==> config.mk <==
export PLATFORM = sky130hd
export DESIGN_NAME = down_timer
export DESIGN_NICKNAME = d
export VERILOG_FILES = /design/src/rtl/down_timer.sv
export SDC_FILE = /design/constraint.sdc
export NUM_CORES = 1
export LEC_CHECK = 0
export CAP_MARGIN = 20
export CORE_MARGIN = 1.5
export CORE_UTILIZATION = 54
export CTS_CLUSTER_DIAMETER = 120
export CTS_CLUSTER_SIZE = 20
export DETAILED_ROUTE_END_ITERATION = 7
export PLACE_DENSITY = 0.8
export SYNTH_ARGS = -nofsm -noshare
export SYNTH_HDL_FRONTEND = slang
export SYNTH_SLANG_ARGS = --single-unit
==> constraint.sdc <==
create_clock -name clk -period 2.8 [get_ports clk]
set_input_delay 0.7 -clock clk [delete_from_list [all_inputs] [get_ports clk]]
set_output_delay 0.7 -clock clk [all_outputs]
set_load 0.02 [all_outputs]
==> src/rtl/down_timer.sv <==
// Programmable down-counting timer: load over valid/ready, prescaled decrement, one-shot or periodic.
// Optional sticky interrupt (irq/irq_clr) is built when DOWN_TIMER_IRQ_EN is defined.
`timescale 1ns/1ps

module down_timer #(
    parameter int WIDTH      = 20,
    parameter int PRESCALE_W = 16
) (
    input  logic                  clk,
    input  logic                  rst_n,
    input  logic                  load_valid,
    output logic                  load_ready,
    input  logic [WIDTH-1:0]      load_value,
    input  logic                  load_periodic,
    input  logic [PRESCALE_W-1:0] prescale,
    input  logic                  enable,
    input  logic                  cancel,
    output logic [WIDTH-1:0]      count,
    output logic                  busy,
    output logic                  expire
`ifdef DOWN_TIMER_IRQ_EN
    ,
    input  logic                  irq_clr,
    output logic                  irq
`endif
);

    typedef enum logic [1:0] {
        IDLE = 2'd0,
        RUN  = 2'd1,
        ZERO = 2'd2
    } state_t;

    state_t                state_q, state_d;
    logic [WIDTH-1:0]      count_q, count_d;
    logic [WIDTH-1:0]      reload_q, reload_d;
    logic [PRESCALE_W-1:0] prescale_q, prescale_d;
    logic [PRESCALE_W-1:0] presc_cnt_q, presc_cnt_d;
    logic                  mode_q, mode_d;
    logic                  expire_q, expire_d;
    logic                  tick;

    assign tick = enable && (presc_cnt_q == prescale_q);

    // NOTE: every register, configuration shadows included, is cleared by the async reset so the
    // block never leaves reset with unknown state; there is no memory array to exempt.
    always_ff @(posedge clk or negedge rst_n) begin
        if (!rst_n) begin
            state_q     <= IDLE;
            count_q     <= '0;
            reload_q    <= '0;
            prescale_q  <= '0;
            presc_cnt_q <= '0;
            mode_q      <= 1'b0;
            expire_q    <= 1'b0;
        end else begin
            // NOTE: non-blocking assignments so every register samples pre-edge values.
            state_q     <= state_d;
            count_q     <= count_d;
            reload_q    <= reload_d;
            prescale_q  <= prescale_d;
            presc_cnt_q <= presc_cnt_d;
            mode_q      <= mode_d;
            expire_q    <= expire_d;
        end
    end

    always_comb begin
        // NOTE: hold-value defaults first so no path through the case can infer a latch.
        state_d     = state_q;
        count_d     = count_q;
        reload_d    = reload_q;
        prescale_d  = prescale_q;
        presc_cnt_d = presc_cnt_q;
        mode_d      = mode_q;
        expire_d    = 1'b0;

        case (state_q)
            IDLE: begin
                if (load_valid) begin
                    count_d     = load_value;
                    reload_d    = load_value;
                    mode_d      = load_periodic;
                    prescale_d  = prescale;
                    presc_cnt_d = '0;
                    // A zero load expires immediately and never enters the reload loop.
                    if (load_value == '0) begin
                        state_d  = ZERO;
                        expire_d = 1'b1;
                    end else begin
                        state_d  = RUN;
                    end
                end
            end

            ZERO: begin
                state_d = IDLE;
                count_d = '0;
            end

            RUN: begin
                if (cancel) begin
                    state_d     = IDLE;
                    count_d     = '0;
                    presc_cnt_d = '0;
                end else if (tick) begin
                    presc_cnt_d = '0;
                    if (count_q == WIDTH'(1)) begin
                        expire_d = 1'b1;
                        if (mode_q) begin
                            count_d = reload_q;
                        end else begin
                            count_d = '0;
                            state_d = IDLE;
                        end
                    end else begin
                        count_d = count_q - WIDTH'(1);
                    end
                end else if (enable) begin
                    presc_cnt_d = presc_cnt_q + PRESCALE_W'(1);
                end
            end

            default: begin
                state_d = IDLE;
                count_d = '0;
            end
        endcase
    end

    assign load_ready = (state_q == IDLE);
    assign busy       = (state_q == RUN);
    assign count      = count_q;
    assign expire     = expire_q;

`ifdef DOWN_TIMER_IRQ_EN
    // Sticky flag: a pending expire wins over a same-cycle clear.
    always_ff @(posedge clk or negedge rst_n) begin
        if (!rst_n) begin
            irq <= 1'b0;
        end else if (expire_q) begin
            irq <= 1'b1;
        end else if (irq_clr) begin
            irq <= 1'b0;
        end
    end
`endif

endmodule

## After elaboration in Yosys (flattened, before gate mapping)

Index checks and enable logic that the tools add are counted.

- Reductions and logical operators: 8
- Equality and inequality tests: 8
- Add/sub/neg operators: 2
- Multiplexer cells: 24

Operators by type and width:

| cell | count |
|---|---|
| 20-bit 2-to-1 mux | 5 |
| 16-bit 2-to-1 mux | 4 |
| 20-bit one-hot mux with 2 select lines | 1 |
| 16-bit one-hot mux with 2 select lines | 1 |
| 20-bit by 1-bit equality test with 1-bit output (second input constant) | 1 |
| 20-bit logical NOT | 1 |
| 20-bit by 1-bit subtractor with 20-bit output (second input constant) | 1 |
| 16-bit by 1-bit adder with 16-bit output (second input constant) | 1 |
| 16-bit equality test | 1 |
| 2-bit 2-to-1 mux | 6 |
| 3-bit by 2-bit != test with 1-bit output (second input constant) | 2 |
| 1-bit 2-to-1 mux | 5 |
| 4-bit by 3-bit != test with 1-bit output (second input constant) | 1 |
| 2-bit one-hot mux with 2 select lines | 1 |
| 2-bit AND reduction | 2 |
| 4-bit AND reduction | 1 |
| 3-bit != test (second input constant) | 1 |
| 3-bit AND reduction | 1 |
| 2-bit by 1-bit equality test with 1-bit output (second input constant) | 1 |
| 2-bit logical NOT | 1 |
| 2-bit != test (second input constant) | 1 |
| 1-bit one-hot mux with 2 select lines | 1 |
| 2-bit nonzero test | 1 |
| 1-bit logical AND | 1 |

- Register bits after elaboration: 76
- Bits of input ports: 42
- Output and inout bits: 23
- Word-level logic and storage cells: 49

## Depth between registers and ports, before layout

- Word-level depth: 5
- Mapped depth: 9
- Mapped depth without buffers: 8

## Least setup slack after synthesis

OpenSTA, ideal clock, no wires.

- Path type: register to register
- From: register count_q[4], in the netlist count[4]
- To: register count_q[16], in the netlist count[16]
- Stages on the path, launching flop included: 8
- Data required time: 2.678 ns
- Arrival time: 2.054 ns
- Slack: 0.625 ns
- Setup time: 0.122 ns
- Cells stage by stage: dfrtp_1 > clkbuf_1 > nor4_4 > nand2_2 > nor3_4 > buf_4 > o211ai_1 > a32o_1

- Longest elaborated chain between the ends: 5

RTL lines:

| item | RTL line | text |
|---|---|---|
| start: declaration | 35 | `logic [WIDTH-1:0] count_q, count_d;` |
| start signal: assignment | 59 | `count_q <= count_d;` |
| 20-bit by 1-bit subtractor with 20-bit output or 20-bit by 1-bit equality test with 1-bit output (tied branches) | 117, 108 |  |
| 20-bit 2-to-1 mux (*) | 108 | `if (count_q == WIDTH'(1)) begin` |
| 20-bit 2-to-1 mux (*) | 106 | `end else if (tick) begin` |
| 20-bit 2-to-1 mux (*) | 102 | `if (cancel) begin` |
| 20-bit one-hot mux with 2 select lines (*) | 78 | `case (state_q)` |

Mark *: on every way between the ends. The rest lies on a longest branch, timed or not. The select of a mux whose other input is x is not followed.
A chain may end at the register's enable or synchronous reset.

## Worst setup path after layout

- From: register state_q[0]
- To: output busy

- Longest elaborated chain between the ends: 1

RTL lines:

| item | RTL line | text |
|---|---|---|
| start: declaration | 34 | `state_t state_q, state_d;` |
| start signal: assignment | 58 | `state_q <= state_d;` |
| 2-bit by 1-bit equality test with 1-bit output | 132 | `assign busy = (state_q == RUN);` |
| end: declaration | 19 | `output logic busy,` |

No other way between the ends.

==> flow_metrics.tcl <==
set metrics [dict create \
    synth_fp_nets 538 \
    cts_resized 0 \
    ys_async_sr_fraction 1.00 \
    crit_required_ns 2.10 \
    grt.overflow.total 0 \
    synth_top_cell_area_share 0.452 \
    synth_edf_count 0 \
    drt_wl_total_mm 12.0 \
    vias 3988 \
    layout-drive-gt1-share 0.0764 \
    num_rows 31 \
    antenna_found_initial 0 \
    cts_max_path_buffers 2 \
    max_slew_margin 0.496 \
    min_path_type "in2async" \
    power_density_nw_per_um2 1030 \
    core_region_area_um2 7410 \
    total_power_mw 5.36 \
    layout.nets 603 \
    slowest_stage "clkdlybuf4s50_1" \
    htree_num_levels 3 \
    hold_viol_final 0 \
    fillers 575 \
    portBuffers 64 \
    path_max_fanout 14 \
    avgViaCountPerCell 6.02 \
    worstSetupEndpointType "output port" \
    timing.fmax_mhz 375 \
    die_h_um 91.2 \
    path_clk_slew_ns 0.09 \
    path_buf_inv 2 \
    synth_area_um2 4210 \
    grt_setup_unrepaired "false" \
    synth.avg_cell_area_um2 8.53 \
    layout_common_cells "nand2_1, dfrtp_1, clkdlybuf4s50_1" \
    drt_iter0_drc 477 \
    yosys_register_bits 76 \
    timing.max_cap.violations 0 \
    setup.worst_path.start_class "flop" \
    grt_max_degree 77 \
    finalNonFillerCells 662 \
    ys_seq_area_frac 0.452 \
    synth_warnings 0 \
    cts_setup_buffers 0 \
    io_pins 65 \
    drv_slew 0 \
    dp_hpwl_mm 8.71 \
    ant_nets 0 \
    synth_cell_type_count 51 \
    layout_commonest_cell "nand2_1" \
    synth_top_cell_by_area "dfrtp_1" \
    period_needed_ns 2.67 \
    synth_area_leaders "dfrtp_1, nand2_1, xor2_1, nand3_1, nor2_1" \
    clock-sinks 76 \
    gp_congestion 0.941 \
    ys.flop_type "dfrtp_1" \
    area_growth_pct 24.1 \
    wire_per_inst_um 18.1 \
    fin_crit_sh 0.952 \
    critPathMaxStageDelay_ns 0.63 \
    first_global_vias 3748 \
    die_w_um 91.2 \
    ctsHoldBuffers 0 \
    cts_tree "done" \
    crit_path_cell_trace "inv_1 -> nor2_1 -> clkdlybuf4s50_1" \
    status "finished clean" \
    grt_first_pass_wirelength_mm 19.5 \
    cts_buffers 9 \
    ir_drop_uv 580 \
    dpl.cell_count 646 \
    drcViolationCount 0 \
    syn_inst 493 \
    clk_latency_ns 0.36 \
    dr.pass1.iters 5 \
    arrival_ns 1.97 \
    p_leak_nw 2.33 \
    finalSetupViolations 0 \
    tns_ns 0 \
    root_buffer "clkbuf_8" \
    antenna_cells 0 \
    grt_usage 0.302 \
    dieArea_um2 8330 \
    worstMarginPinSlew_ns 0.749 \
    crit_type "reg2out" \
    path_delay_family "buffers and inverters" \
    start_util 0.568 \
    clock_skew_ns 0.0105 \
]
==> cells in the mapped netlist, drive strengths merged, types with 5 or more instances <==
library cell / instances
o21ai: 33
and3: 5
nand2: 137
a32o: 8
nor2: 31
xnor2: 11
nor3: 11
clkbuf: 23
a22o: 7
inv: 10
dfrtp: 76
nand3: 26
nor4: 13
mux2i: 5
and2: 6
xor2: 26
nand4: 9
o31a: 5
==> flip-flops by register name, indices dropped and copies added (netlist names) <==
| register | cells |
|---|---|
| presc_cnt_q | 16 |
| prescale_q | 16 |
| expire | 1 |
| count | 20 |
| reload_q | 20 |
| mode_q | 1 |
| state_q | 2 |
==> cell families after synthesis <==
group           after synthesis  share of synthesized area
mux                           5                     0.0119
flops                        76                      0.452
buf+inv                      37                     0.0354
xor+xnor                     37                     0.0771
simple gates                254                      0.280
compound gates               81                      0.134
fa+ha+maj                     3                    0.00893
==> where the power goes <==
part	internal, mW	switching [mW]	total (mW)
combinational	1.04	1.39	2.42
sequential	1.49	0.502	2.00
clock	0.506	0.435	0.942
total	3.04	2.32	5.36
==> worst paths after layout <==
kind                                          from                   endpoint  slack [ns]  depth (start not counted)
max in group asynchronous                    rst_n    reload_q[8]$_DFFE_PN0P_        2.13                          2
max                         state_q[0]$_DFFE_PN0P_                       busy        0.13                          3
min in group clk           reload_q[6]$_DFFE_PN0P_    reload_q[6]$_DFFE_PN0P_        0.49                          2
min                                          rst_n  prescale_q[3]$_DFFE_PN0P_        0.35                          2
max reg2reg                  count[12]$_DFFE_PN0P_       count[3]$_DFFE_PN0P_        0.24                          6
min reg2reg                reload_q[6]$_DFFE_PN0P_    reload_q[6]$_DFFE_PN0P_        0.49                          2
==> cell type report <==
type | count | area [µm²] | area share
multi-input cells | 380 | 2150 | 0.413
well taps | 99 | 124 | 0.0237
clock inverters | 7 | 98.8 | 0.0189
repair buffers | 81 | 778 | 0.149
flip-flops and latches | 76 | 1900 | 0.364
clock buffers | 9 | 124 | 0.0237
inverters | 10 | 37.5 | 0.00719
==> worst register-to-register path, delay by kind of cell (launching register included) <==
kind / cells / cell delay, ns
AOI/OAI and AO/OA: 2 / 0.51
DFF: 1 / 0.47
and+or+nand+nor: 4 / 1.50
==> layer usage <==
layer | routed length [µm] | vias up | global-route usage
met5 | 0 | - | 0
met1 | 5480 | 1898 | 0.462
met2 | 5140 | 238 | 0.428
li1 | - | 1828 | -
met3 | 1130 | 24 | 0.0561
met4 | 246 | 0 | 0.103
==> metrics by stage <==
stage | hold WS [ns] | cell area [µm²] | util | setup WS (ns)
after floorplan | 0.404 | 4210 | - | 0.625
after global placement | 0.457 | 5000 | 0.674 | 0.257
after detailed placement | 0.468 | 5000 | 0.674 | 0.214
after CTS | 0.368 | 5220 | 0.704 | 0.142
after global routing | 0.366 | 5220 | 0.704 | 0.0599
final | 0.348 | 5220 | 0.704 | 0.134
(Power assumes the default switching activity.)
